===== config.mk =====
export PLATFORM = sky130hd
export DESIGN_NAME = fir_coef_loader_flat
export DESIGN_NICKNAME = d
export VERILOG_FILES = /design/src/rtl/fir_coef_loader_if.sv /design/src/rtl/fir_coef_loader.sv /design/src/flat_wrapper.sv
export SDC_FILE = /design/constraint.sdc
export NUM_CORES = 1
export LEC_CHECK = 0
export BUFFER_PORTS_ARGS = -buffer_cell sky130_fd_sc_hd__buf_4
export CORE_MARGIN = 2
export CORE_UTILIZATION = 34
export CTS_BUF_LIST = sky130_fd_sc_hd__clkbuf_8 sky130_fd_sc_hd__clkbuf_16
export DETAILED_ROUTE_END_ITERATION = 12
export PLACE_DENSITY_LB_ADDON = 0.1
export SYNTH_ARGS = -nofsm -noshare
export SYNTH_HDL_FRONTEND = slang
export SYNTH_SLANG_ARGS = --single-unit

===== constraint.sdc =====
create_clock -name clk -period 4.2 [get_ports clk]
set_input_delay 0.21 -clock clk [delete_from_list [all_inputs] [get_ports clk]]
set_output_delay 0.21 -clock clk [all_outputs]
set_load 0.02 [all_outputs]

===== src/rtl/fir_coef_loader_if.sv =====
// Coefficient-loader bus: upstream stream, FIR write/read port and status.
// master = loader side, slave = upstream/FIR/controller side.
interface fir_coef_loader_if #(
    parameter int DATA_W = 12,
    parameter int ADDR_W = 8
);
    logic              start;
    logic [DATA_W-1:0] coef_data;
    logic              coef_valid;
    logic              coef_ready;
    logic [ADDR_W-1:0] write_address;
    logic [DATA_W-1:0] write_value;
    logic              load;
    logic [ADDR_W-1:0] read_address;
    logic [DATA_W-1:0] read_value;
    logic              fir_hlt;
    logic              busy;
    logic              done;
    logic              error;

    modport master (
        input  start, coef_data, coef_valid, read_value,
        output coef_ready, write_address, write_value, load, read_address,
               fir_hlt, busy, done, error
    );

    modport slave (
        output start, coef_data, coef_valid, read_value,
        input  coef_ready, write_address, write_value, load, read_address,
               fir_hlt, busy, done, error
    );
endinterface


===== src/rtl/fir_coef_loader.sv =====
// Programs NUM_TAPS FIR coefficients from a valid/ready stream, holding the filter halted meanwhile.
// Define FIR_COEF_READBACK_VERIFY_EN to read the bank back and checksum it before release.
module fir_coef_loader #(
    parameter int DATA_W   = 12,
    parameter int ADDR_W   = 8,
    parameter int NUM_TAPS = 16
) (
    input logic              clk,
    input logic              rst_n,
    fir_coef_loader_if.master bus
);
    localparam logic [ADDR_W-1:0] LAST = ADDR_W'(NUM_TAPS - 1);

`ifdef FIR_COEF_READBACK_VERIFY_EN
    typedef enum logic [2:0] {IDLE, LOAD, DRAIN, VERIFY, DONE, FAIL} state_t;
`else
    typedef enum logic [2:0] {IDLE, LOAD, DRAIN, DONE} state_t;
`endif

    state_t            state;
    logic [ADDR_W-1:0] idx;
    logic              coef_ready_r;
    logic [ADDR_W-1:0] write_address_r;
    logic [DATA_W-1:0] write_value_r;
    logic              load_r;
    logic              fir_hlt_r;
    logic              busy_r;
    logic              done_r;
    logic              beat;

    assign beat = bus.coef_valid && coef_ready_r;

`ifdef FIR_COEF_READBACK_VERIFY_EN
    localparam int SUM_W = DATA_W + ADDR_W;

    logic [ADDR_W-1:0] read_address_r;
    logic              error_r;
    logic              rd_issue;
    logic              sample_pend;
    logic [ADDR_W-1:0] sample_addr;
    logic [SUM_W-1:0]  wr_sum;
    logic [SUM_W-1:0]  rd_sum;
    logic [SUM_W-1:0]  wr_term;
    logic [SUM_W-1:0]  rd_term;
    logic [SUM_W-1:0]  rd_sum_next;

    // Address is folded into each term so a tap written to the wrong slot changes the sum.
    always_comb begin
        wr_term     = {{ADDR_W{1'b0}}, bus.coef_data} ^ {{DATA_W{1'b0}}, idx};
        rd_term     = {{ADDR_W{1'b0}}, bus.read_value} ^ {{DATA_W{1'b0}}, sample_addr};
        rd_sum_next = rd_sum + rd_term;
    end

    assign bus.read_address = read_address_r;
    assign bus.error        = error_r;
`else
    logic [DATA_W-1:0] unused_read_value;

    assign unused_read_value = bus.read_value;
    assign bus.read_address  = '0;
    assign bus.error         = 1'b0;
`endif

    always_ff @(posedge clk or negedge rst_n) begin
        if (!rst_n) begin
            state           <= IDLE;
            idx             <= '0;
            coef_ready_r    <= 1'b0;
            write_address_r <= '0;
            write_value_r   <= '0;
            load_r          <= 1'b0;
            fir_hlt_r       <= 1'b1;
            busy_r          <= 1'b0;
            done_r          <= 1'b0;
`ifdef FIR_COEF_READBACK_VERIFY_EN
            read_address_r  <= '0;
            error_r         <= 1'b0;
            rd_issue        <= 1'b0;
            sample_pend     <= 1'b0;
            sample_addr     <= '0;
            wr_sum          <= '0;
            rd_sum          <= '0;
`endif
        end else begin
            load_r <= 1'b0;
            case (state)
                LOAD: begin
                    if (beat) begin
                        load_r          <= 1'b1;
                        write_address_r <= idx;
                        write_value_r   <= bus.coef_data;
`ifdef FIR_COEF_READBACK_VERIFY_EN
                        wr_sum          <= wr_sum + wr_term;
`endif
                        if (idx == LAST) begin
                            coef_ready_r <= 1'b0;
                            state        <= DRAIN;
                        end else begin
                            idx <= idx + 1'b1;
                        end
                    end
                end

                // One cycle for the final write strobe to land before halt can drop.
                DRAIN: begin
`ifdef FIR_COEF_READBACK_VERIFY_EN
                    read_address_r <= '0;
                    rd_issue       <= 1'b1;
                    sample_pend    <= 1'b0;
                    state          <= VERIFY;
`else
                    busy_r    <= 1'b0;
                    done_r    <= 1'b1;
                    fir_hlt_r <= 1'b0;
                    state     <= DONE;
`endif
                end

`ifdef FIR_COEF_READBACK_VERIFY_EN
                // read_value lags read_address by one cycle, so the sample address is pipelined.
                VERIFY: begin
                    sample_pend <= rd_issue;
                    sample_addr <= read_address_r;
                    if (rd_issue) begin
                        if (read_address_r == LAST) begin
                            rd_issue <= 1'b0;
                        end else begin
                            read_address_r <= read_address_r + 1'b1;
                        end
                    end
                    if (sample_pend) begin
                        rd_sum <= rd_sum_next;
                        if (sample_addr == LAST) begin
                            busy_r <= 1'b0;
                            done_r <= 1'b1;
                            if (rd_sum_next == wr_sum) begin
                                fir_hlt_r <= 1'b0;
                                state     <= DONE;
                            end else begin
                                error_r <= 1'b1;
                                state   <= FAIL;
                            end
                        end
                    end
                end
`endif

                default: begin
                    if (bus.start) begin
                        state        <= LOAD;
                        idx          <= '0;
                        coef_ready_r <= 1'b1;
                        busy_r       <= 1'b1;
                        done_r       <= 1'b0;
                        fir_hlt_r    <= 1'b1;
`ifdef FIR_COEF_READBACK_VERIFY_EN
                        error_r      <= 1'b0;
                        rd_issue     <= 1'b0;
                        sample_pend  <= 1'b0;
                        wr_sum       <= '0;
                        rd_sum       <= '0;
`endif
                    end
                end
            endcase
        end
    end

    assign bus.coef_ready    = coef_ready_r;
    assign bus.write_address = write_address_r;
    assign bus.write_value   = write_value_r;
    assign bus.load          = load_r;
    assign bus.fir_hlt       = fir_hlt_r;
    assign bus.busy          = busy_r;
    assign bus.done          = done_r;
endmodule

===== src/flat_wrapper.sv =====
// flat-port wrapper written by rule: the top's interface ports become plain ports
module fir_coef_loader_flat 
#(
    parameter int DATA_W   = 12,
    parameter int ADDR_W   = 8,
    parameter int NUM_TAPS = 16
)
  (clk, rst_n, bus_start, bus_coef_data, bus_coef_valid, bus_read_value, bus_coef_ready, bus_write_address, bus_write_value, bus_load, bus_read_address, bus_fir_hlt, bus_busy, bus_done, bus_error);
  fir_coef_loader_if #(.DATA_W(DATA_W), .ADDR_W(ADDR_W)) bus_i ();
  input logic clk;
  input logic rst_n;
  input wire logic [$bits(bus_i.start)-1:0] bus_start;
  input wire logic [$bits(bus_i.coef_data)-1:0] bus_coef_data;
  input wire logic [$bits(bus_i.coef_valid)-1:0] bus_coef_valid;
  input wire logic [$bits(bus_i.read_value)-1:0] bus_read_value;
  output wire logic [$bits(bus_i.coef_ready)-1:0] bus_coef_ready;
  output wire logic [$bits(bus_i.write_address)-1:0] bus_write_address;
  output wire logic [$bits(bus_i.write_value)-1:0] bus_write_value;
  output wire logic [$bits(bus_i.load)-1:0] bus_load;
  output wire logic [$bits(bus_i.read_address)-1:0] bus_read_address;
  output wire logic [$bits(bus_i.fir_hlt)-1:0] bus_fir_hlt;
  output wire logic [$bits(bus_i.busy)-1:0] bus_busy;
  output wire logic [$bits(bus_i.done)-1:0] bus_done;
  output wire logic [$bits(bus_i.error)-1:0] bus_error;
  assign bus_i.start = bus_start;
  assign bus_i.coef_data = bus_coef_data;
  assign bus_i.coef_valid = bus_coef_valid;
  assign bus_i.read_value = bus_read_value;
  assign bus_coef_ready = bus_i.coef_ready;
  assign bus_write_address = bus_i.write_address;
  assign bus_write_value = bus_i.write_value;
  assign bus_load = bus_i.load;
  assign bus_read_address = bus_i.read_address;
  assign bus_fir_hlt = bus_i.fir_hlt;
  assign bus_busy = bus_i.busy;
  assign bus_done = bus_i.done;
  assign bus_error = bus_i.error;
  fir_coef_loader #(.DATA_W(DATA_W), .ADDR_W(ADDR_W), .NUM_TAPS(NUM_TAPS)) u_core (.clk(clk), .rst_n(rst_n), .bus(bus_i));
endmodule

==> impl_metrics.json <==
{
  "max_stage_delay_ns": 0.58,
  "rows": 25,
  "grt_pass1_vias": 1324,
  "setup_tns_ns": 0,
  "leakagePower_nw": 1.08,
  "p_seq_frac": 0.386,
  "grtUsageTotal": 0.143,
  "coreArea_mm2": 0.00475,
  "yosys.area_share.adder": 0.0296,
  "cts.sinks": 35,
  "antenna_found_initial": 0,
  "maxSlewHeadroom": 0.494,
  "min_period_ns": 2.80,
  "crit_buf_inv": 3,
  "path_delay_family": "buffers and inverters",
  "period_share": 0.668,
  "drc": 0,
  "n_antenna_cell": 0,
  "switching_share": 0.418,
  "finalNetCount": 253,
  "cts_root_buf": "clkbuf_8",
  "synth-main-ff-cell": "dfrtp_1",
  "setup_viol": 0,
  "hold_path.class": "input port to flip-flop",
  "grt_max_degree": 36,
  "grt_pass1_wl_um": 6060,
  "switchingPower_mw": 0.622,
  "synth.mux.area_fraction": 0.0119,
  "dieHeight_um": 74.5,
  "status": "finished clean",
  "synth_compound_area_frac": 0.104,
  "hold_violations": 0,
  "wire_per_inst_um": 12.5,
  "fmax_ghz": 0.357,
  "hpwl_um": 2520,
  "die_w_um": 74.5,
  "tightest_slew_ns": 0.758,
  "num_io_pins": 62,
  "register_area_um2": 877,
  "yosysSeqAreaShare": 0.519,
  "rsz0062_at_grt": "false",
  "worst_slack_ns": 1.40,
  "pwr-share-clk": 0.161,
  "p_int_mw": 0.865,
  "slew_viol_final": 0,
  "vias": 1362,
  "crit_arrival_ns": 2.97,
  "cp_max_fo": 24,
  "drive_gt1_frac": 0.240,
  "async_flop_share": 1.00,
  "area_growth_pct": 24.3,
  "worst_path_max_delay_cell": "inv_1",
  "cts_tree": "done",
  "multi_input_area_um2": 714,
  "start_kind": "flip-flop",
  "synth_top_family_by_area": "simple AND/OR/NAND/NOR gates",
  "critPathRequiredTime_ns": 4.37,
  "path_clk_slew_ns": 0.07,
  "numCtsBuffers": 5,
  "clk_latency_ns": 0.28,
  "layout_commonest_cell": "nand2_1",
  "postCtsSetupBuffers": 0,
  "via_per_inst": 4.73,
  "yosys.area_share.xor_xnor": 0,
  "die-area_mm2": 0.00555,
  "port_buffers": 40,
  "synth_cell_types": 33,
  "combPwrFrac": 0.453,
  "drt_iter0_drc": 52,
  "gp_congestion": 0.811,
  "end_kind": "flip-flop",
  "fillers": 498,
  "syn_avg_cell_area_um2": 9.33,
  "maxCapViolCount": 0,
  "skew_ns": 0.00502,
  "synthSimpleGateAreaFrac": 0.258,
  "drtAntennaViolNets": 0,
  "gr-total-overflow": 0,
  "cp_cell_sequence": "inv_1 > ha_1 > nand3_1 > buf_4 > inv_1 > o21ai_1 > a221o_1",
  "finalWirelength_um": 3600,
  "dpl_worst_slack_ns": 1.38,
  "vdd_drop_max_mv": 0.297,
  "criticalPathCategory": "flip-flop to flip-flop",
  "drt-pass1-iter-count": 4,
  "cp_common_cell": "inv_1",
  "syn_inst": 181,
  "initial_core_util": 0.355,
  "synth-seq-cells": 35,
  "htreeDepth": 2,
  "mostFrequentLayoutCells": "nand2_1, buf_4, dfrtp_1, nand3_1, conb_1",
  "synth-edff-count": 0,
  "power_density_mw_per_mm2": 708,
  "syn-cell-area_mm2": 0.00169,
  "yosys_warnings": 0,
  "clk_path_buf_depth": 2
}
logic make-up after synthesis:
| logic type | after synthesis |
|---|---|
| mux | 2 |
| other cells | 1 |
| flops | 35 |
| buf+inv | 22 |
| compound gates | 21 |
| fa+ha+maj | 4 |
| simple gates | 96 |
stage by stage:
step / instances / cell area, um^2 / power [mW] / util / hold slack (ns)
after global routing: 288 / 2100 / 1.61 / 0.442 / 0.107
after floorplan: 189 / 1720 / 1.01 / - / -0.0856
after CTS: 288 / 2100 / 1.51 / 0.442 / 0.105
after detailed placement: 280 / 2000 / 1.26 / 0.421 / 0.194
final: 288 / 2100 / 1.49 / 0.442 / 0.119
after global placement: 280 / 2000 / 1.24 / 0.421 / 0.181
flip-flops by register name (all words and copies together), names as in the netlist:
name / cells
u_core.bus.write_value: 12
u_core.idx: 8
u_core.bus.load: 1
u_core.bus.write_address: 8
u_core.bus.fir_hlt: 1
u_core.bus.coef_ready: 1
u_core.bus.busy: 1
u_core.bus.done: 1
u_core.state: 2
synthesized netlist by cell type (2+ instances only):
cell       n  area share
nand2_1   63        0.14
nor2_1     5       0.011
o211ai_1   6       0.027
and3_1     2      0.0074
or4_1      3       0.013
mux2i_1    2       0.012
dfrtp_1   34        0.50
clkbuf_1   4      0.0089
nand4_1    3       0.011
o211ai_2   2       0.015
a31oi_1    4       0.015
a221o_1    2       0.012
nand3_1   11       0.033
nand2b_1   3       0.011
inv_1      5       0.011
ha_1       4       0.030
nand4b_1   2       0.010
buf_2      3      0.0089
buf_4      9       0.040
metal layers:
metal | GRT usage | vias up | share of wire
li1 | - | 675 | -
met1 | 0.174 | 640 | 0.45
met2 | 0.239 | 40 | 0.48
met3 | 0.0434 | 7 | 0.051
met4 | 0.0536 | 0 | 0.012
met5 | 0 | - | 0
worst register-to-register path, stage by stage (launching register included):
cell and delay, ns:
dfrtp_1 0.38, inv_1 0.10, ha_1 0.56, nand3_1 0.15, buf_4 0.25, inv_1 0.59, o21ai_1 0.27, a221o_1 0.39
cell type report:
cell class / instances / share of cell area
inverters: 5 / 0.00894
clock buffers: 6 / 0.0393
clock inverters: 1 / 0.00238
multi-input cells: 132 / 0.340
well taps: 67 / 0.0399
repair buffers: 42 / 0.151
flip-flops and latches: 35 / 0.418
what timing repair did:
action / CTS / global route
resized for setup: 0 / 0
hold endpoints to repair: 34 / 0
endpoints found under the setup margin: 0 / 0
hold buffers: 1 / 0
power groups by stage:
| stage | clock [mW] | combinational [mW] | sequential [mW] |
|---|---|---|---|
| 6_report | 0.239 | 0.674 | 0.573 |
| 5_1_grt | 0.269 | 0.744 | 0.595 |
| 4_1_cts | 0.253 | 0.684 | 0.574 |
| 3_5_place_dp | 0 | 0.681 | 0.581 |
| 3_3_place_gp | 0 | 0.666 | 0.572 |
| 2_1_floorplan | 0 | 0.323 | 0.684 |
path summary, 6_finish.rpt:
check                                           from                         to  slack, ns  depth (start not counted)
hold reg to reg            u_core.bus.write_value[2]  u_core.bus.write_value[2]       0.47                          2
max in group asynchronous                      rst_n         u_core.bus.fir_hlt       3.43                          2
hold / removal                      bus_coef_data[9]  u_core.bus.write_value[9]       0.12                          3
min in group asynchronous                      rst_n  u_core.bus.write_value[8]       0.42                          2
setup / recovery                     u_core.state[1]              u_core.idx[3]       1.40                          7
setup reg to reg                     u_core.state[1]              u_core.idx[3]       1.40                          7
Power figures use the tool's default switching activity.
